<file path="src/rtl/if_stage_mq_if.sv">
// Instruction SRAM-like channel between the fetch stage (master) and memory (slave).
interface if_stage_mq_if;
    logic        req;
    logic        wr;
    logic [1:0]  size;
    logic [31:0] addr;
    logic [3:0]  wstrb;
    logic [31:0] wdata;
    logic        addr_ok;
    logic        data_ok;
    logic [31:0] rdata;

    modport master (output req, wr, size, addr, wstrb, wdata,
                    input  addr_ok, data_ok, rdata);
    modport slave  (input  req, wr, size, addr, wstrb, wdata,
                    output addr_ok, data_ok, rdata);
endinterface

</file>
<file path="src/rtl/if_stage_mq.sv">
// Pre-IF/IF stage with multiple outstanding fetches and an in-order instruction
// buffer. Redirects flush the buffer and squash in-flight responses by counting
// them into a discard counter.
module if_stage_mq #(
    parameter int          MAX_OUTSTANDING = 4,
    parameter int          IBUF_DEPTH      = 4,
    parameter logic [31:0] RESET_PC        = 32'h1bfffffc,
    parameter int          EBUS_ADEF       = 0
) (
    input  logic          clk,
    input  logic          reset,
    if_stage_mq_if.master inst_sram,
    input  logic          ID_allow_in,
    output logic          IFreg_valid,
    output logic [79:0]   IFreg_bus,
    input  logic [33:0]   BR_BUS,
    input  logic          except_valid,
    input  logic          wb_ex,
    input  logic [31:0]   ex_entry,
    input  logic          ertn_flush,
    input  logic [31:0]   era_pc
);
    localparam int CW  = $clog2(MAX_OUTSTANDING) + 1;
    localparam int IW  = $clog2(IBUF_DEPTH) + 1;
    localparam int FPW = (MAX_OUTSTANDING > 1) ? $clog2(MAX_OUTSTANDING) : 1;
    localparam int BPW = $clog2(IBUF_DEPTH);

    typedef struct packed {
        logic [15:0] ebus;
        logic [31:0] inst;
        logic [31:0] pc;
    } ibuf_entry_t;

    logic [31:0]    pc;
    logic           redir_pend;
    logic [31:0]    redir_target;
    logic           adef_stop;
    logic [CW-1:0]  inflight;
    logic [CW-1:0]  discard;
    logic [CW-1:0]  inflight_next;

    logic [31:0]    pc_fifo [MAX_OUTSTANDING];
    logic [FPW-1:0] fifo_wr;
    logic [FPW-1:0] fifo_rd;

    ibuf_entry_t    ibuf [IBUF_DEPTH];
    logic [BPW-1:0] ibuf_head;
    logic [BPW-1:0] ibuf_tail;
    logic [IW-1:0]  ibuf_cnt;
    ibuf_entry_t    push_entry;

    logic [31:0] br_target;
    logic        br_taken;
    logic        br_stall;
    logic        ex;
    logic        ertn;
    logic        redirect;
    logic [31:0] redirect_addr;
    logic [31:0] next_addr;
    logic        addr_misaligned;
    logic        hs;
    logic        dok;
    logic        push_data;
    logic        adef_push;
    logic        ibuf_push;
    logic        ibuf_pop;

    function automatic logic [FPW-1:0] fifo_inc(input logic [FPW-1:0] p);
        return (int'(p) == MAX_OUTSTANDING - 1) ? '0 : p + FPW'(1);
    endfunction

    assign {br_target, br_taken, br_stall} = BR_BUS;
    assign ex            = wb_ex & except_valid;
    assign ertn          = ertn_flush & except_valid;
    assign redirect      = ex | ertn | br_taken;
    assign redirect_addr = ex ? ex_entry : (ertn ? era_pc : br_target);

    assign next_addr       = redir_pend ? redir_target : pc + 32'd4;
    assign addr_misaligned = |next_addr[1:0];

    // Credit check: every accepted request already owns an IBUF slot, so data_ok never stalls.
    assign inst_sram.req   = ~reset & ~br_stall & ~adef_stop & ~addr_misaligned
                           & (32'(inflight) < 32'(MAX_OUTSTANDING))
                           & (32'(inflight) + 32'(ibuf_cnt) < 32'(IBUF_DEPTH));
    assign inst_sram.wr    = 1'b0;
    assign inst_sram.size  = 2'b10;
    assign inst_sram.addr  = next_addr;
    assign inst_sram.wstrb = 4'b0;
    assign inst_sram.wdata = 32'b0;

    // Responses with nothing in flight (e.g. stale ones across reset) are ignored.
    assign hs        = inst_sram.req & inst_sram.addr_ok;
    assign dok       = inst_sram.data_ok & (inflight != '0);
    assign push_data = dok & (discard == '0) & ~redirect;
    // ADEF entry waits until everything still in flight is known to be squashed.
    assign adef_push = addr_misaligned & ~adef_stop & ~redirect & (inflight == discard)
                     & (32'(ibuf_cnt) < 32'(IBUF_DEPTH));
    assign ibuf_push = push_data | adef_push;

    assign IFreg_valid = (ibuf_cnt != '0) & ~redirect;
    assign IFreg_bus   = ibuf[ibuf_head];
    assign ibuf_pop    = IFreg_valid & ID_allow_in;

    // Entry to push: a normal fetched instruction or a synthesized ADEF marker.
    always_comb begin
        push_entry.ebus = '0;
        push_entry.inst = inst_sram.rdata;
        push_entry.pc   = pc_fifo[fifo_rd];
        if (adef_push) begin
            push_entry.ebus = 16'b1 << EBUS_ADEF;
            push_entry.inst = '0;
            push_entry.pc   = next_addr;
        end
    end

    // Next in-flight count: +1 on accept, -1 on response, unchanged when both.
    always_comb begin
        inflight_next = inflight;
        if (hs && !dok)      inflight_next = inflight + CW'(1);
        else if (!hs && dok) inflight_next = inflight - CW'(1);
    end

    // PC, pending redirect target and ADEF halt flag.
    always_ff @(posedge clk) begin
        if (reset) begin
            pc           <= RESET_PC;
            redir_pend   <= 1'b0;
            redir_target <= '0;
            adef_stop    <= 1'b0;
        end else begin
            if (hs || adef_push) pc <= next_addr;
            if (redirect) begin
                redir_pend   <= 1'b1;
                redir_target <= redirect_addr;
                adef_stop    <= 1'b0;
            end else if (hs || adef_push) begin
                redir_pend <= 1'b0;
                if (adef_push) adef_stop <= 1'b1;
            end
        end
    end

    // In-flight and discard counters; a redirect squashes everything still outstanding.
    always_ff @(posedge clk) begin
        if (reset) begin
            inflight <= '0;
            discard  <= '0;
        end else begin
            inflight <= inflight_next;
            if (redirect)                  discard <= inflight_next;
            else if (dok && discard != '0) discard <= discard - CW'(1);
        end
    end

    // PC FIFO: address of each accepted request, consumed in response order.
    always_ff @(posedge clk) begin
        if (reset) begin
            fifo_wr <= '0;
            fifo_rd <= '0;
        end else begin
            if (hs) begin
                pc_fifo[fifo_wr] <= next_addr;
                fifo_wr          <= fifo_inc(fifo_wr);
            end
            if (dok) fifo_rd <= fifo_inc(fifo_rd);
        end
    end

    // Instruction buffer: in-order ring, emptied on redirect.
    always_ff @(posedge clk) begin
        if (reset) begin
            for (int i = 0; i < IBUF_DEPTH; i++) ibuf[i] <= '0;
            ibuf_head <= '0;
            ibuf_tail <= '0;
            ibuf_cnt  <= '0;
        end else if (redirect) begin
            ibuf_head <= '0;
            ibuf_tail <= '0;
            ibuf_cnt  <= '0;
        end else begin
            if (ibuf_push) begin
                ibuf[ibuf_tail] <= push_entry;
                ibuf_tail       <= ibuf_tail + BPW'(1);
            end
            if (ibuf_pop) ibuf_head <= ibuf_head + BPW'(1);
            if (ibuf_push && !ibuf_pop)      ibuf_cnt <= ibuf_cnt + IW'(1);
            else if (!ibuf_push && ibuf_pop) ibuf_cnt <= ibuf_cnt - IW'(1);
        end
    end
endmodule

</file>
<file path="src/flat_wrapper.sv">
// flat-port wrapper written by rule: the top's interface ports become plain ports
module if_stage_mq_flat 
#(
    parameter int          MAX_OUTSTANDING = 4,
    parameter int          IBUF_DEPTH      = 4,
    parameter logic [31:0] RESET_PC        = 32'h1bfffffc,
    parameter int          EBUS_ADEF       = 0
)
  (clk, reset, ID_allow_in, IFreg_valid, IFreg_bus, BR_BUS, except_valid, wb_ex, ex_entry, ertn_flush, era_pc, inst_sram_req, inst_sram_wr, inst_sram_size, inst_sram_addr, inst_sram_wstrb, inst_sram_wdata, inst_sram_addr_ok, inst_sram_data_ok, inst_sram_rdata);
  if_stage_mq_if inst_sram_i ();
  input  logic clk;
  input  logic reset;
  input  logic ID_allow_in;
  output logic IFreg_valid;
  output logic [79:0] IFreg_bus;
  input  logic [33:0] BR_BUS;
  input  logic except_valid;
  input  logic wb_ex;
  input  logic [31:0] ex_entry;
  input  logic ertn_flush;
  input  logic [31:0] era_pc;
  output wire logic [$bits(inst_sram_i.req)-1:0] inst_sram_req;
  output wire logic [$bits(inst_sram_i.wr)-1:0] inst_sram_wr;
  output wire logic [$bits(inst_sram_i.size)-1:0] inst_sram_size;
  output wire logic [$bits(inst_sram_i.addr)-1:0] inst_sram_addr;
  output wire logic [$bits(inst_sram_i.wstrb)-1:0] inst_sram_wstrb;
  output wire logic [$bits(inst_sram_i.wdata)-1:0] inst_sram_wdata;
  input wire logic [$bits(inst_sram_i.addr_ok)-1:0] inst_sram_addr_ok;
  input wire logic [$bits(inst_sram_i.data_ok)-1:0] inst_sram_data_ok;
  input wire logic [$bits(inst_sram_i.rdata)-1:0] inst_sram_rdata;
  assign inst_sram_req = inst_sram_i.req;
  assign inst_sram_wr = inst_sram_i.wr;
  assign inst_sram_size = inst_sram_i.size;
  assign inst_sram_addr = inst_sram_i.addr;
  assign inst_sram_wstrb = inst_sram_i.wstrb;
  assign inst_sram_wdata = inst_sram_i.wdata;
  assign inst_sram_i.addr_ok = inst_sram_addr_ok;
  assign inst_sram_i.data_ok = inst_sram_data_ok;
  assign inst_sram_i.rdata = inst_sram_rdata;
  if_stage_mq #(.MAX_OUTSTANDING(MAX_OUTSTANDING), .IBUF_DEPTH(IBUF_DEPTH), .RESET_PC(RESET_PC), .EBUS_ADEF(EBUS_ADEF)) u_core (.clk(clk), .reset(reset), .inst_sram(inst_sram_i), .ID_allow_in(ID_allow_in), .IFreg_valid(IFreg_valid), .IFreg_bus(IFreg_bus), .BR_BUS(BR_BUS), .except_valid(except_valid), .wb_ex(wb_ex), .ex_entry(ex_entry), .ertn_flush(ertn_flush), .era_pc(era_pc));
endmodule
</file>
<file path="config.mk">
export PLATFORM = sky130hd
export DESIGN_NAME = if_stage_mq_flat
export DESIGN_NICKNAME = d
export VERILOG_FILES = /design/src/rtl/if_stage_mq_if.sv /design/src/rtl/if_stage_mq.sv /design/src/flat_wrapper.sv
export SDC_FILE = /design/constraint.sdc
export NUM_CORES = 1
export LEC_CHECK = 0
export ABC_AREA = 1
export BUFFER_PORTS_ARGS = -buffer_cell sky130_fd_sc_hd__buf_2
export CELL_PAD_IN_SITES_DETAIL_PLACEMENT = 0
export CELL_PAD_IN_SITES_GLOBAL_PLACEMENT = 1
export CORE_ASPECT_RATIO = 0.75
export CORE_MARGIN = 2
export CORE_UTILIZATION = 48
export DETAILED_ROUTE_END_ITERATION = 8
export GPL_ROUTABILITY_DRIVEN = 0
export GPL_TIMING_DRIVEN = 0
export PLACE_DENSITY_LB_ADDON = 0.12
export SYNTH_ARGS = -nofsm -noshare
export SYNTH_HDL_FRONTEND = slang
export SYNTH_SLANG_ARGS = --single-unit
</file>
<file path="constraint.sdc">
create_clock -name clk -period 9 [get_ports clk]
set_input_delay 1.8 -clock clk [delete_from_list [all_inputs] [get_ports clk]]
set_output_delay 1.8 -clock clk [all_outputs]
set_load 0.005 [all_outputs]
</file>
==> results of run 1 <==
==> metrics by stage <==
| stage | setup WS [ns] | total power [mW] |
|---|---|---|
| floorplan | 3.99 | 3.88 |
| global placement | 1.92 | 4.56 |
| detailed placement | 4.01 | 4.60 |
| CTS | 3.99 | 6.52 |
| global route | 3.82 | 6.85 |
| finish | 3.93 | 6.54 |
==> state kept, by name (all words and copies together), names as in the netlist, named ones only <==
register / cells
u_core.fifo_wr: 2
u_core.pc: 32
u_core.redir_target: 32
u_core.ibuf_head: 2
u_core.pc_fifo: 128
u_core.ibuf: 260
u_core.ibuf_cnt: 3
u_core.discard: 3
u_core.fifo_rd: 2
u_core.inflight: 3
u_core.adef_stop: 1
u_core.redir_pend: 1
u_core.ibuf_tail: 2
==> worst reg2reg max path: cells and delay by family, from the launching register on <==
family                 cells  cell delay, ns
buffers and inverters      5            1.20
DFF                        1            0.34
and+or+nand+nor            8            1.49
==> power groups by stage <==
| stage | combinational [mW] | clock (mW) | sequential [mW] |
|---|---|---|---|
| after floorplan | 1.12 | 0 | 2.76 |
| after global routing | 2.03 | 2.04 | 2.77 |
| after detailed placement | 1.80 | 0 | 2.80 |
| after global placement | 1.76 | 0 | 2.80 |
| after CTS | 1.81 | 1.96 | 2.75 |
| final | 1.84 | 1.95 | 2.76 |
==> worst paths after layout <==
kind / depth (start not counted) / slack, ns / end / start
setup / recovery: 7 / 3.93 / IFreg_bus[1] / flip-flop
hold / removal: 2 / 0.47 / flip-flop / u_core.ibuf_head[1]
setup reg to reg: 13 / 5.61 / u_core.ibuf[2][27] / u_core.redir_pend
hold reg to reg: 2 / 0.47 / flip-flop / u_core.ibuf_head[1]
==> layout make-up <==
cell class / count / area [sq um] / area share
diodes: 1 / 2.50 / 0.0000969
plain buffers: 204 / 1030 / 0.0400
clock buffers: 67 / 1300 / 0.0504
clock inverters: 22 / 191 / 0.00741
inverters: 165 / 622 / 0.0241
multi-input cells: 1562 / 7190 / 0.278
flip-flops and latches: 475 / 13400 / 0.519
well taps: 586 / 733 / 0.0284
repair buffers: 241 / 1360 / 0.0525
==> cells by family (layout without fill, tap and decap cells) <==
logic type / after synthesis / in the layout / share of synthesized area
flip-flops: 475 / 475 / 0.609
other: 2 / 55 / 0.000342
adder cells (fa/ha/maj): 15 / 15 / 0.00888
AND/OR/NAND/NOR: 1002 / 1002 / 0.184
XOR/XNOR: 5 / 5 / 0.00199
buffers and inverters: 369 / 699 / 0.0751
AO/OA/AOI/OAI: 486 / 486 / 0.120
==> routing by layer <==
layer  vias to the layer above  track usage  share of wire
met5                         -            0              0
met4                         0       0.0559          0.016
met3                        89       0.0509           0.10
met2                       828        0.424           0.44
met1                      8827        0.435           0.45
li1                       8620            -              -
==> synth_stat cells, drive strengths merged (2+ instances only) <==
cell and count:
nand3 152, conb 2, a22oi 12, xnor2 3, and2 2, a31oi 2, ha 14, o211ai 14
edfxtp 388, o22ai 77, nand4 5, nand2 363, o21bai 2, inv 164, a32o 2, and3 2
a21oi 87, or2 5, buf 96, o221ai 3, nor2 468, dfxtp 87, clkbuf 108, a32oi 2
nor3 5, o21ai 281, xor2 2
==> flow_summary_export.csv, run 1 <==
group,metric,value,unit
outcome,status,"finished, final reports clean",
yosys,ys_top_cells_by_area,"edfxtp_1 (53%), nor2_1 (7.9%), dfxtp_1 (7.9%)",
yosys,yosys.area.top_type,"edfxtp_1",
routing,drt_iter0_drc,2026,
timing,drv_slew,0,
worst_setup_path,cp.required,7.20,ns
layout,layout_commonest_cell,"nor2_1",
pwr,switching_share,0.348,
worst_setup_path,path_cells,"clkbuf_1 > inv_1 > clkbuf_1 > clkbuf_1 > nor2_1 > o22ai_1 > buf_2",
yosys,seq_area_frac_synth,0.609,
clock_network,cts_made_buffers,48,
worst_setup_path,cpMostUsedCell,"clkbuf_1",
routing,drc_errors,0,
yosys,yosysTopAreaCellShare,0.530,
clock_network,cts_tree,"built",
layout,final_core_util,0.575,
yosys,async_flop_share,0,
pwr,p_seq_frac,0.421,
yosys,syn_inst,2354,
worst_setup_path,crit_path_max_incr_delay,0.53,ns
clock_network,cts_setup_buffers,0,
worst_setup_path,slowest_stage,"clkbuf_1",
placement,detailed_place.area,24300,sq um
timing,fmax,0.197,GHz
placement,portBuffers,233,
global_routing,grt_max_degree,56,
pwr,internal_power,4.27,mW
die,initial_core_util,0.489,
global_routing,overflow,0,
timing,min_period,5.07,ns
global_routing,track_usage,0.284,
global_routing,antenna_found_initial,0,
clock_network,h-tree-depth,2,
layout,drive_above_1_share,0.150,
layout,area_delta_synth_final,17.4,%
worst_setup_path,critPathBufInv,5,
pwr,p_leak,11.2,nW
timing,hold_violations,0,
yosys,synth_edf_count,388,
job,max-cap-violations,0,
hold_path,min_path_type,"flip-flop to flip-flop",
worst_setup_path,end_kind,"output pin",
yosys,netlist_area,22000,sq um
layout,final_cell_area,25800,sq um
routing,finalWirelength,68800,microns
worst_setup_path,critPathTopFamily,"buffers and inverters",
clock_network,post_cts_resized,0,
worst_setup_path,worst-setup-path-type,"flip-flop to output pin",
clock_network,cts.sinks,475,
clock_network,holdBufCountCts,0,
timing,setup_viol,0,
timing,finalSetupTns,0,ns
yosys,synth_cell_types,41,
die,io_pins,291,
yosys,syn_area_per_cell,9.34,sq um
layout,layout.cells.non_filler,3323,
timing,worst_pin_slew,1.12,ns
timing,rsz0062_at_grt,"false",
placement,hpwl,48700,microns
pwr,pwr-share-comb,0.281,
yosys,synth_flop_cell,"edfxtp_1",
clock_network,cts_max_path_buffers,3,
clock_network,cts_root_buf,"clkbuf_16",
die,die_w,251,microns
worst_setup_path,start_kind,"flip-flop",
routing,dr.pass1.iters,6,
pwr,power_switching,2.28,mW
worst_setup_path,crit_arrival,3.27,ns
pwr,power.density,253,nW/um^2
die,die_h,189,microns
routing,ant_nets,0,
yosys,synth_seq_cells,475,
layout,most-common-layout-cells,"nor2_1 (461), edfxtp_1 (388), nand2_1 (356), o21ai_0 (281), buf_2 (254)",
pwr,irDropWorstVdd,0.156,mV
die,num_rows,67,
global_routing,grt_pass1_wl,102000,microns
yosys,synth.yosys.warnings,0,
timing,hold_slack,0.473,ns
routing,routedWlPerCell,20.7,microns
global_routing,grt_pass1_vias,17200,
die,core-area,44900,sq um
pwr,clkPwrFrac,0.298,
routing,viasPerCell,5.53,
worst_setup_path,crit_fanout,10,
layout,fill_cells,4013,
clock_network,clock_latency,0.58,ns
timing,slew_headroom,0.246,
layout,final_nets,2850,
routing,detailroute.via_count,18400,
clock_network,clk_pin_slew,0.06,ns
die,dieArea,47600,sq um
timing,fin_skew,0.0338,ns
timing,period_share,0.564,
placement,placed_cells,3233,
Note: power is estimated with default switching activity, not from simulation.
==> run 2: changes to the inputs <==
--- a/config.mk
+++ b/config.mk
@@ -11,7 +11,7 @@
 export CELL_PAD_IN_SITES_GLOBAL_PLACEMENT = 1
 export CORE_ASPECT_RATIO = 0.75
 export CORE_MARGIN = 2
-export CORE_UTILIZATION = 48
+export CORE_UTILIZATION = 40
 export DETAILED_ROUTE_END_ITERATION = 8
 export GPL_ROUTABILITY_DRIVEN = 0
 export GPL_TIMING_DRIVEN = 0
==> constraint.sdc (replaced) <==
create_clock -name clk -period 4.15 [get_ports clk]
set_input_delay 0.83 -clock clk [delete_from_list [all_inputs] [get_ports clk]]
set_output_delay 0.83 -clock clk [all_outputs]
set_load 0.005 [all_outputs]
==> flow_summary_export.csv, run 2 (synthesis gave the netlist of run 1 again) <==
group,metric,value,unit
die,die_w,275,microns
placement,hpwl,50100,microns
layout,most-common-layout-cells,"nor2_1 (461), edfxtp_1 (388), nand2_1 (356), o21ai_0 (281), buf_2 (254)",
pwr,pwr-share-comb,0.278,
worst_setup_path,crit_fanout,6,
pwr,p_leak,11.2,nW
worst_setup_path,r2r-start,"u_core.inflight[0]",
worst_setup_path,slowest_stage,"dfxtp_1",
clock_network,cts_made_buffers,49,
timing,worst_slack,0.134,ns
outcome,status,"finished, final reports clean",
hold_path,whs_path_depth,2,
timing,hold_violations,0,
routing,finalWirelength,71700,microns
clock_network,cts_root_buf,"clkbuf_16",
timing,rsz0062_at_grt,"false",
worst_setup_path,r2r_end,"u_core.ibuf[1][20]",
clock_network,h-tree-depth,2,
global_routing,grt_pass1_wl,107000,microns
timing,fin_skew,0.0322,ns
layout,largest_reg_flops,260,
worst_setup_path,ff2ff_setup_slack,0.61,ns
clock_network,holdBufCountCts,0,
pwr,irDropWorstVdd,0.296,mV
routing,drc_errors,0,
worst_setup_path,end_kind,"output pin",
die,core-area,54300,sq um
pwr,power,14.5,mW
pwr,p_seq_frac,0.413,
global_routing,grt_pass1_vias,17400,
global_routing,grt_max_degree,56,
worst_setup_path,path_cells,"inv_1 > nor2_1 > nand2_1 > nor2_1 > nand2_1 > nand2_1 > nand3_1 > o21ai_0 > inv_1 > buf_2",
timing,finalSetupTns,0,ns
die,initial_core_util,0.405,
layout,drive_above_1_share,0.155,
layout,reg_top3,"u_core.ibuf: 260 flops, u_core.pc_fifo: 128 flops",
layout,layout.cells.non_filler,3459,
clock_network,cts_max_path_buffers,3,
placement,placed_cells,3369,
timing,min_period,4.02,ns
hold_path,min-delay-start,"u_core.ibuf_head[1]",
worst_setup_path,crit_path_max_incr_delay,0.48,ns
timing,slew_headroom,0.261,
pwr,power.density,555,nW/um^2
die,die_h,207,microns
hold_path,min_path_type,"flip-flop to flip-flop",
layout,area_delta_synth_final,18.7,%
pwr,power_switching,5.05,mW
clock_network,clock_latency,0.60,ns
timing,worst_pin_slew,1.11,ns
clock_network,cts_tree,"built",
layout,layout_commonest_cell,"nor2_1",
pwr,clkPwrFrac,0.309,
die,num_rows,74,
worst_setup_path,cpMostUsedCell,"nand2_1",
global_routing,antenna_found_initial,4,
job,max-cap-violations,0,
worst_setup_path,crit_start,"u_core.pc[2]",
global_routing,overflow,0,
pwr,switching_share,0.348,
timing,setup_viol,0,
routing,viasPerCell,5.20,
die,io_pins,291,
placement,portBuffers,233,
layout,fill_cells,5176,
global_routing,track_usage,0.249,
layout,registers.top_by_ff_count,"u_core.ibuf",
pwr,internal_power,9.44,mW
worst_setup_path,start_kind,"flip-flop",
timing,period_share,0.968,
timing,drv_slew,0,
worst_setup_path,worst-setup-path-type,"flip-flop to output pin",
layout,final_nets,2850,
placement,pre_cts_ws,0.0291,ns
worst_setup_path,crit_arrival,3.19,ns
timing,fmax,0.249,GHz
clock_network,cts.sinks,475,
routing,ant_nets,0,
clock_network,clk_pin_slew,0.06,ns
worst_setup_path,ff2ff_path_depth,13,
routing,detailroute.via_count,18000,
routing,drt_iter0_drc,1769,
routing,dr.pass1.iters,6,
worst_setup_path,cp.required,3.32,ns
routing,routedWlPerCell,20.7,microns
die,dieArea,56900,sq um
[run 2: cell count changes in the layout (fill, tap and decap cells not counted), sizes merged]
| cell | previous run | this run |
|---|---|---|
| inv | 165 | 164 |
| bufinv | 3 | 4 |
| clkinvlp | 2 | 4 |
| clkbuf | 175 | 172 |
| clkinv | 17 | 18 |
[run 2: layer usage]
| layer | global-route usage | up-vias | wire [microns] | part of all wire |
|---|---|---|---|---|
| met5 | 0 | - | 11 | 0.00015 |
| met4 | 0.0635 | 2 | 1720 | 0.024 |
| met3 | 0.0517 | 99 | 5700 | 0.079 |
| met2 | 0.366 | 612 | 31000 | 0.43 |
| met1 | 0.374 | 8680 | 33300 | 0.46 |
| li1 | - | 8608 | - | - |
[run 2: power groups by stage]
stage	registers [mW]	logic, mW	clock network [mW]
floorplan	5.98	2.43	0
global placement	6.09	3.91	0
detailed placement	6.07	3.97	0
CTS	5.97	3.99	4.53
global route	6.02	4.46	4.71
finish	5.98	4.03	4.47
[run 2: per-stage QoR]
step                hold slack (ns)   util  area, sq um
finish                        0.471  0.480        26100
floorplan                     0.436      -        22200
CTS                           0.477  0.480        26100
global placement              0.463  0.446        24300
global route                  0.507  0.480        26100
detailed placement            0.465  0.451        24500
[run 2: area by class of cell]
cell class	instances	area (sq um)	area share
buffer	203	1030	0.0394
sequential	475	13400	0.513
timing repair buffer	241	1360	0.0520
tap	722	903	0.0346
multi-input combinational	1562	7190	0.275
clock inverter	25	243	0.00930
inverter	165	626	0.0240
clock buffer	65	1360	0.0522
antenna	1	2.50	0.0000958
[run 2: critical path, delay by kind of cell, from the launching register on]
family                 cells  cell delay (ns)
AO/OA/AOI/OAI              1             0.25
flip-flops                 1             0.48
buffers and inverters      3             0.62
AND/OR/NAND/NOR            6             1.27
[run 2: worst max path at each step]
stage	end	slack, ns	cells after the start
2_1_floorplan	u_core.ibuf[0][0]	0.11	14
3_3_place_gp	u_core.ibuf[0][24]	-2.11	6
3_5_place_dp	u_core.ibuf[0][24]	0.03	7
4_1_cts	IFreg_bus[1]	0.10	6
5_1_grt	inst_sram_addr[26]	0.05	11
6_report	inst_sram_addr[15]	0.13	10
[run 2: repair_timing]
item,4_1_cts,5_1_grt
endpoints found under the setup margin,12,21
hold endpoints to repair,0,0
buffers inserted,0,0
gates resized for setup,0,4
